--- config.mk ---
export PLATFORM = sky130hd
export DESIGN_NAME = seq_signed_divider
export DESIGN_NICKNAME = d
export VERILOG_FILES = /design/src/rtl/seq_signed_divider.sv
export SDC_FILE = /design/constraint.sdc
export NUM_CORES = 1
export LEC_CHECK = 0
export CAP_MARGIN = 20
export CORE_MARGIN = 2
export CORE_UTILIZATION = 40
export CTS_CLUSTER_SIZE = 25
export DETAILED_ROUTE_END_ITERATION = 10
export MAX_ROUTING_LAYER = met4
export SLEW_MARGIN = 20
export SYNTH_ARGS = -nofsm -noshare
export SYNTH_HDL_FRONTEND = slang
export SYNTH_SLANG_ARGS = --single-unit
--- constraint.sdc ---
create_clock -name i_clock -period 3.16 [get_ports i_clock]
set_input_delay 0.316 -clock i_clock [delete_from_list [all_inputs] [get_ports i_clock]]
set_output_delay 0.316 -clock i_clock [all_outputs]
set_load 0.02 [all_outputs]
--- src/rtl/seq_signed_divider.sv ---
// seq_signed_divider
//   Sequential signed radix-2 restoring divider with a fractional result.
//   The operands are accepted through a ready/start handshake. Only one
//   division is in flight at a time. The last result is held on the output
//   ports until the next division completes.
//
//   The signs are stripped when a division is accepted. The magnitudes are
//   then divided one quotient bit per cycle, MSB first. The numerator is
//   |dividend| followed by FRAC_SIZE zero bits, so the low FRAC_SIZE quotient
//   bits form the fraction.
//
//   The sign fix-up phase uses two cycles:
//     1. Negate the integer and fraction fields.
//     2. Apply saturation and publish the result.
//
// Parameters
//   DATA_SIZE   operand and integer-quotient width (two's complement)
//   FRAC_SIZE   number of fractional result bits
//
// Ports
//   i_clock     rising-edge clock
//   i_reset     asynchronous active-high reset
//   i_start     request, sampled only while o_ready=1
//   i_dividend  signed dividend
//   i_divisor   signed divisor
//   o_ready     idle, can accept i_start
//   o_valid     one-cycle pulse when the result ports update
//   o_quotient  signed integer quotient, truncated toward zero
//   o_fraction  signed fraction scaled by 2^FRAC_SIZE, same sign as quotient
//   o_overflow  quotient saturated
//   o_div_zero  divisor was zero (constant 0 without the detect feature)
//
// Optional feature
//   SEQ_DIVIDER_DIV_ZERO_DETECT_EN
//     When defined, a zero divisor bypasses the iteration phase and returns a
//     saturated result with o_div_zero set.
module seq_signed_divider #(
  parameter int DATA_SIZE = 10,
  parameter int FRAC_SIZE = 8
) (
  input  logic                 i_clock,
  input  logic                 i_reset,
  input  logic                 i_start,
  input  logic [DATA_SIZE-1:0] i_dividend,
  input  logic [DATA_SIZE-1:0] i_divisor,
  output logic                 o_ready,
  output logic                 o_valid,
  output logic [DATA_SIZE-1:0] o_quotient,
  output logic [FRAC_SIZE-1:0] o_fraction,
  output logic                 o_overflow,
  output logic                 o_div_zero
);

  localparam int TOTAL = DATA_SIZE + FRAC_SIZE;
  localparam int CNT_W = $clog2(TOTAL + 1);
  localparam logic [CNT_W-1:0]     LAST_ITER = CNT_W'(TOTAL - 1);
  localparam logic [DATA_SIZE-1:0] Q_MAX = {1'b0, {(DATA_SIZE-1){1'b1}}};
  localparam logic [DATA_SIZE-1:0] Q_MIN = {1'b1, {(DATA_SIZE-1){1'b0}}};

  typedef enum logic [1:0] {
    IDLE,
    CALC,
    SIGN
  } state_t;

  state_t               state_q, state_d;
  logic                 signPhase_q, signPhase_d;
  logic [TOTAL-1:0]     numer_q, numer_d;
  logic [DATA_SIZE-1:0] divisorMag_q, divisorMag_d;
  logic [DATA_SIZE-1:0] rem_q, rem_d;
  logic [TOTAL-1:0]     quot_q, quot_d;
  logic [CNT_W-1:0]     count_q, count_d;
  logic                 negative_q, negative_d;
  logic [DATA_SIZE-1:0] stageInt_q, stageInt_d;
  logic [FRAC_SIZE-1:0] stageFrac_q, stageFrac_d;
  logic                 stageOvf_q, stageOvf_d;
  logic [DATA_SIZE-1:0] quotient_q, quotient_d;
  logic [FRAC_SIZE-1:0] fraction_q, fraction_d;
  logic                 overflow_q, overflow_d;
  logic                 valid_q, valid_d;
`ifdef SEQ_DIVIDER_DIV_ZERO_DETECT_EN
  logic                 divZero_q, divZero_d;
  logic                 dividendNeg_q, dividendNeg_d;
  logic                 divZeroOut_q, divZeroOut_d;
`endif

  logic [DATA_SIZE-1:0] dividendMag;
  logic [DATA_SIZE-1:0] divisorMagIn;
  logic [DATA_SIZE:0]   shifted;
  logic [DATA_SIZE-1:0] trialDiff;
  logic                 trialOk;
  logic [DATA_SIZE-1:0] magInt;
  logic [FRAC_SIZE-1:0] magFrac;

  // Operand magnitudes and the restoring-divide datapath.
  // Negating -2^(DATA_SIZE-1) wraps to 2^(DATA_SIZE-1). That value is already
  // the correct unsigned magnitude, so no extra bit is needed.
  // When the trial subtract succeeds, the true difference is smaller than the
  // divisor. Its low DATA_SIZE bits are therefore exact.
  always_comb begin
    dividendMag  = i_dividend[DATA_SIZE-1] ? -i_dividend : i_dividend;
    divisorMagIn = i_divisor[DATA_SIZE-1]  ? -i_divisor  : i_divisor;
    shifted      = {rem_q, numer_q[TOTAL-1]};
    trialOk      = (shifted >= {1'b0, divisorMag_q});
    trialDiff    = shifted[DATA_SIZE-1:0] - divisorMag_q;
    magInt       = quot_q[TOTAL-1 -: DATA_SIZE];
    magFrac      = quot_q[FRAC_SIZE-1:0];
  end

  // Next-state and datapath control for IDLE -> CALC -> SIGN -> IDLE.
  // SIGN takes two cycles:
  //   - Phase 0 negates the magnitudes.
  //   - Phase 1 saturates, publishes the result and pulses valid.
  // The FSM then re-enters IDLE in the same cycle that o_valid is high, so a
  // new start can be accepted in that cycle.
  always_comb begin
    state_d      = state_q;
    signPhase_d  = signPhase_q;
    numer_d      = numer_q;
    divisorMag_d = divisorMag_q;
    rem_d        = rem_q;
    quot_d       = quot_q;
    count_d      = count_q;
    negative_d   = negative_q;
    stageInt_d   = stageInt_q;
    stageFrac_d  = stageFrac_q;
    stageOvf_d   = stageOvf_q;
    quotient_d   = quotient_q;
    fraction_d   = fraction_q;
    overflow_d   = overflow_q;
    valid_d      = 1'b0;
`ifdef SEQ_DIVIDER_DIV_ZERO_DETECT_EN
    divZero_d     = divZero_q;
    dividendNeg_d = dividendNeg_q;
    divZeroOut_d  = divZeroOut_q;
`endif

    case (state_q)
      IDLE: begin
        if (i_start) begin
          numer_d      = {dividendMag, {FRAC_SIZE{1'b0}}};
          divisorMag_d = divisorMagIn;
          rem_d        = '0;
          quot_d       = '0;
          count_d      = '0;
          negative_d   = i_dividend[DATA_SIZE-1] ^ i_divisor[DATA_SIZE-1];
          signPhase_d  = 1'b0;
          state_d      = CALC;
`ifdef SEQ_DIVIDER_DIV_ZERO_DETECT_EN
          divZero_d     = (i_divisor == '0);
          dividendNeg_d = i_dividend[DATA_SIZE-1];
          if (i_divisor == '0) begin
            state_d = SIGN;
          end
`endif
        end
      end

      CALC: begin
        numer_d = numer_q << 1;
        if (trialOk) begin
          rem_d  = trialDiff;
          quot_d = {quot_q[TOTAL-2:0], 1'b1};
        end else begin
          rem_d  = shifted[DATA_SIZE-1:0];
          quot_d = {quot_q[TOTAL-2:0], 1'b0};
        end
        count_d = count_q + 1'b1;
        if (count_q == LAST_ITER) begin
          state_d = SIGN;
        end
      end

      SIGN: begin
        if (!signPhase_q) begin
          stageInt_d  = negative_q ? -magInt  : magInt;
          stageFrac_d = negative_q ? -magFrac : magFrac;
          stageOvf_d  = !negative_q && magInt[DATA_SIZE-1];
          signPhase_d = 1'b1;
        end else begin
          quotient_d = stageInt_q;
          fraction_d = stageFrac_q;
          overflow_d = stageOvf_q;
          if (stageOvf_q) begin
            quotient_d = Q_MAX;
            fraction_d = '0;
          end
`ifdef SEQ_DIVIDER_DIV_ZERO_DETECT_EN
          divZeroOut_d = divZero_q;
          if (divZero_q) begin
            quotient_d = dividendNeg_q ? Q_MIN : Q_MAX;
            fraction_d = '0;
            overflow_d = 1'b1;
          end
`endif
          valid_d     = 1'b1;
          signPhase_d = 1'b0;
          state_d     = IDLE;
        end
      end

      default: begin
        state_d = IDLE;
      end
    endcase
  end

  // State and result registers.
  // Reset discards any division that is in flight and clears the published
  // result.
  always_ff @(posedge i_clock or posedge i_reset) begin
    if (i_reset) begin
      state_q      <= IDLE;
      signPhase_q  <= 1'b0;
      numer_q      <= '0;
      divisorMag_q <= '0;
      rem_q        <= '0;
      quot_q       <= '0;
      count_q      <= '0;
      negative_q   <= 1'b0;
      stageInt_q   <= '0;
      stageFrac_q  <= '0;
      stageOvf_q   <= 1'b0;
      quotient_q   <= '0;
      fraction_q   <= '0;
      overflow_q   <= 1'b0;
      valid_q      <= 1'b0;
`ifdef SEQ_DIVIDER_DIV_ZERO_DETECT_EN
      divZero_q     <= 1'b0;
      dividendNeg_q <= 1'b0;
      divZeroOut_q  <= 1'b0;
`endif
    end else begin
      state_q      <= state_d;
      signPhase_q  <= signPhase_d;
      numer_q      <= numer_d;
      divisorMag_q <= divisorMag_d;
      rem_q        <= rem_d;
      quot_q       <= quot_d;
      count_q      <= count_d;
      negative_q   <= negative_d;
      stageInt_q   <= stageInt_d;
      stageFrac_q  <= stageFrac_d;
      stageOvf_q   <= stageOvf_d;
      quotient_q   <= quotient_d;
      fraction_q   <= fraction_d;
      overflow_q   <= overflow_d;
      valid_q      <= valid_d;
`ifdef SEQ_DIVIDER_DIV_ZERO_DETECT_EN
      divZero_q     <= divZero_d;
      dividendNeg_q <= dividendNeg_d;
      divZeroOut_q  <= divZeroOut_d;
`endif
    end
  end

  assign o_ready    = (state_q == IDLE);
  assign o_valid    = valid_q;
  assign o_quotient = quotient_q;
  assign o_fraction = fraction_q;
  assign o_overflow = overflow_q;
`ifdef SEQ_DIVIDER_DIV_ZERO_DETECT_EN
  assign o_div_zero = divZeroOut_q;
`else
  assign o_div_zero = 1'b0;
`endif

endmodule

======== Word-level counts from Yosys, hierarchy flattened ========
Cells that the tools add are included.
storage, ports and cells
  register bits after elaboration ......... 104
  input bits .............................. 23
  output and inout port bits .............. 22
  word-level logic and storage cells ...... 66
operators by class
  add/sub/neg operators ................... 6
  magnitude comparators ................... 1
  eq/ne operators ......................... 6
  multiplexer cells ....................... 25
  bitwise gates (word level) .............. 2
  reductions and logical operators ........ 11
operators by type and width
  kind                                           number
  case mux 18 bit (2 select lines)               2
  two-way mux 10 bit                             6
  two-way mux 18 bit                             2
  negation 10 bit                                3
  case mux 10 bit (2 select lines)               1
  two-way mux 8 bit                              2
  >= comparator 11 x 10 -> 1 bit                 1
  case mux 5 bit (2 select lines)                1
  AND reduction 2 bit                            5
  subtractor 10 bit                              1
  negation 8 bit                                 1
  two-way mux 2 bit                              3
  != test 2 bit, second input constant           3
  case mux 2 bit (3 select lines)                1
  adder 5 x 1 -> 5 bit, second input constant    1
  == test 5 bit, second input constant           1
  two-way mux 1 bit                              5
  two-way mux 5 bit                              1
  nonzero test 2 bit                             2
  AND reduction 3 bit                            1
  == test 2 x 1 -> 1 bit, second input constant  1
  == test 2 bit, second input constant           1
  zero test 2 bit                                1
  case mux 1 bit (2 select lines)                1
  4 further kinds                                4

======== Longest topological paths before layout ========
  word-level depth ........................ 4
  gate-level depth with buffers ........... 9
  depth with buffers taken out ............ 9

======== Worst setup path before layout ========
OpenSTA, ideal clock, no wires.
  path kind ............................... reg2reg
  from .................................... register rem_q[1]
  to ...................................... register rem_q[1]
  library setup time ...................... 0.127 ns
  arrival ................................. 1.806 ns
  required time ........................... 3.033 ns
  slack ................................... 1.227 ns
  cell stages (with the launch flop) ...... 9
  buffers on the path ..................... 1
  clock period less this slack ............ 1.933 ns
  cell sequence ........................... dfrtp_1 ha_1 o211ai_1 a21oi_1 o2111ai_1 a41oi_2 buf_6 mux2i_1 o2bb2ai_1
between the ends
  cells in the longest elaborated chain, start to end .. 3
ends and longest elaborated chain
  element                           line  source
  start, declared                   70    logic [DATA_SIZE-1:0] rem_q, rem_d;
  start signal, assigned            238   rem_q <= rem_d;
  >= comparator 11 x 10 -> 1 bit    104   trialOk = (shifted >= {1'b0, divisorMag_q});
  two-way mux 10 bit                161   if (trialOk) begin
  case mux 10 bit (2 select lines)  138   case (state_q)
Every way passes these cells.
A chain may end at the register's enable or synchronous reset.

======== Worst setup path in the final report ========
  from .................................... register rem_q[1]
  to ...................................... register rem_q[5]
between the ends
  cells in the longest elaborated chain, start to end .. 3
  elaborated cells on any way between the ends .. 4
  those cells by class .................... add/sub: 1; order compare: 1; mux: 2
ends and longest elaborated chain
  element                                                                     line
  subtractor 10 bit / >= comparator 11 x 10 -> 1 bit (equally long branches)  105, 104
  two-way mux 10 bit *                                                        161
  case mux 10 bit (2 select lines) *                                          138
Mark *: on every way between the ends. The rest lies on a longest branch, timed or not.

==> results by group <==
Power
  – Sw Pwr: between 2 and 2.5 mW
  – Clock power share: 20.8%
  – Peak VDD IR: 454 uV
  – Logic pwr share: a little over two fifths
  – PwrDens: 921 nW/um2
  – Switching part of the total power: roughly 39%
  – Lkg Pwr: around 2.6 nW
  – Seq pwr share: a little under two fifths
  – P_int: 3.27 mW
  – Total power: about 5.3 mW

Layout
  – Design Area, Final: 5800 um2
  – NumNets Final: 620
  – # fillers: around 1100
  – Post-route insts no fill: 732
  – Area growth, synth to finish: 17.9%
  – Ant. Diodes: 0
  – Layout cell share with drive strength beyond 1: under 10%

Setup path
  – Crit. End Element: register
  – R2r setup slk: roughly 810 ps
  – Critical Path Start: rem_q[1]
  – Critical Path RT: 3360 ps
  – Reg-to-reg critical path startpoint: rem_q[1]
  – Startpoint Class: register
  – Arrival @ worst endpoint: 2550 ps
  – Largest fanout on the critical path: 7
  – WS Path Type: reg2reg

Synthesis
  – Post-synth top cells: dfrtp_1, nand2_1, o21ai_0
  – Synth Net Count: 589
  – Synth top area cells: dfrtp_1, nand2_1, o21ai_0
  – Post-Syn Area: 4920 um2
  – Warnings, synthesis: 0
  – Top-area cell type share of the netlist area: around 49%
  – Fraction of registers with async set/reset: 100%
  – Synth unique cells: 45
  – Post-synthesis register bit count: 96
  – Avg Cell Area, Syn: between 8 and 9 um2
  – EDFF count, synth: 0
  – Yosys top cell by area: dfrtp_1
  – Seq/Total Area, Yosys: 48.8%
  – Post-Syn Instances: roughly 550
  – Count leader, synth: dfrtp_1
  – Ys flop type: dfrtp_1

Detailed routing
  – Drt pass-1 iters: 4
  – Antenna Nets Post-Route: 0
  – Routed WL: around 9000 um
  – Remaining DRCs: 0
  – Via count: around 3700
  – Initial DRC Count: around 160
  – Via density: ~5.1
  – Drt wl/cell: about 13 um

Clock network
  – CTS sink cnt: 96
  – H-tree depth: 3
  – Clk slew on worst S/H paths: ~70 ps
  – Root buffer cell: clkbuf_16
  – TritonCTS clock tree: done
  – CTS max path bufs: 2
  – Cts repair resizes: 0
  – Post-CTS setup repair buffer count: 0
  – Skew-Pair Late Insertion Delay: 340 ps
  – Post-CTS Hold Fix Bufs: 0
  – Num CTS Buffers: 9

Timing
  – Layout Skew: around 7.2 ps
  – Final hold viol count: 0
  – Max-slew violation count: 0
  – Fmax: about 0.43 GHz
  – Aggregate negative setup slack: 0 ps
  – Worst-margin pin slew: around 860 ps
  – Final period util: 74.2%
  – Final setup violation count: 0
  – Max-Slew Margin vs Limit: about 43%
  – Fin crit period: about 2300 ps
  – RSZ-0062 raised after global routing: no

Die
  – Die area: roughly 13000 um2
  – I/O Pins: 45
  – DIE WIDTH: 115 um
  – Rows: 40
  – Die Ht: roughly 110 um
  – Initial Utilization: around two fifths
  – Core area: 12000 um2

Global routing
  – Tot GR Track Use: 15.6%
  – Vias in the first global route: 3600
  – First-pass GRT wire length: around 16000 um
  – Total gr overflow: 0
  – Initial antenna violation count: 0
  – Largest net degree at the start of global routing: 53

Placed design
  – Port bufs: 43
  – Detailed placer's ending HPWL: 6520 um
  – Cell count after placement: 716
  – Final Wtd Congestion: between 0.8 and 0.9
  – Area post-placement: between 5000 and 6000 um2

Hold path
  – Worst hold path class: in2async

Job
  – Max Cap Viol: 0

Run status
  – Outcome: completed
[power groups by stage]
stage / logic, mW / registers, mW / clock network, mW
floorplan: 1.86 / 1.90 / 0
global placement: 2.22 / 2.01 / 0
detailed placement: 2.25 / 2.02 / 0
CTS: 2.26 / 2.00 / 1.14
global route: 2.57 / 2.07 / 1.18
finish: 2.23 / 2.00 / 1.11
[path summary, 6_finish.rpt]
kind / endpoint / depth (start not counted)
setup / recovery: rem_q[5] / 8
max in group asynchronous: rem_q[9] / 3
setup reg to reg: rem_q[5] / 8
hold / removal: stageFrac_q[3] / 2
min in group i_clock: o_quotient[3] / 2
hold reg to reg: o_quotient[3] / 2
[cells by family (layout without fill, tap and decap cells)]
group | count (synthesis) | count (layout) | share of synthesized area (%)
other | 1 | 1 | 0.0762
buffers and inverters | 56 | 92 | 4.53
multiplexers | 13 | 13 | 2.70
AND/OR/NAND/NOR | 200 | 200 | 17.7
flip-flops | 96 | 96 | 48.8
AO/OA/AOI/OAI | 132 | 132 | 15.5
adder cells (fa/ha/maj) | 17 | 17 | 4.48
XOR/XNOR | 34 | 34 | 6.21
[routing by layer]
metal  global-route usage [%]  up-vias  share of wire (%)
met3                     3.32       13                3.7
met1                     18.9     1692                 49
met2                     26.0       72                 46
li1                         -     1925                  -
met4                     5.14        0                1.4
met5                        -        -                  0
[sequential cells by signal, summed over array words and instances, names as in the netlist, 2 cells and up]
| name | flops |
|---|---|
| quot_q | 18 |
| divisorMag_q | 10 |
| numer_q | 10 |
| o_quotient | 10 |
| rem_q | 10 |
| stageInt_q | 10 |
| o_fraction | 8 |
| stageFrac_q | 8 |
| count_q | 5 |
| state_q | 2 |
[placed cells by master, fill, tap and decap left out, types with 3 or more instances in the layout]
master and n:
dfrtp_1 96, nand2_1 94, o21ai_0 70, nor2_1 48
clkdlybuf4s50_1 43, a21oi_1 26, xor2_1 24, inv_1 23
ha_1 16, nand3_1 15, mux2i_1 11, o31ai_1 10
xnor2_1 9, clkbuf_16 9, nor3_1 8, or3_1 8
nand2b_1 8, buf_4 8, nand4_1 6, a22oi_1 6
nor2b_1 4, clkinv_4 4, a21o_1 3
[worst max-delay path, stage by stage, from the launching register on]
cell and delay (ps):
dfrtp_1 400, ha_1 360, o211ai_1 120, a21oi_1 160, o2111ai_1 210, a41oi_2 450, buf_4 240, mux2i_1 180
o21ai_0 80
[metrics by stage]
stage	worst slack [ps]	util, %	hold slack [ps]
2_1_floorplan	339	-	450
3_3_place_gp	849	45.7	460
3_5_place_dp	805	45.7	469
4_1_cts	800	48.3	447
5_1_grt	595	48.3	505
6_report	814	48.3	412
[final cells by class]
type                       count  area [um2]  share of cell area [%]
multi-input combinational    397        2300                    39.7
timing repair buffer          52         510                    8.80
sequential                    96        2400                    41.4
inverter                      24        91.3                    1.57
clock buffer                  10         229                    3.95
tap                          147         184                    3.17
clock inverter                 6        81.3                    1.40
Power figures use the tool's default switching activity.
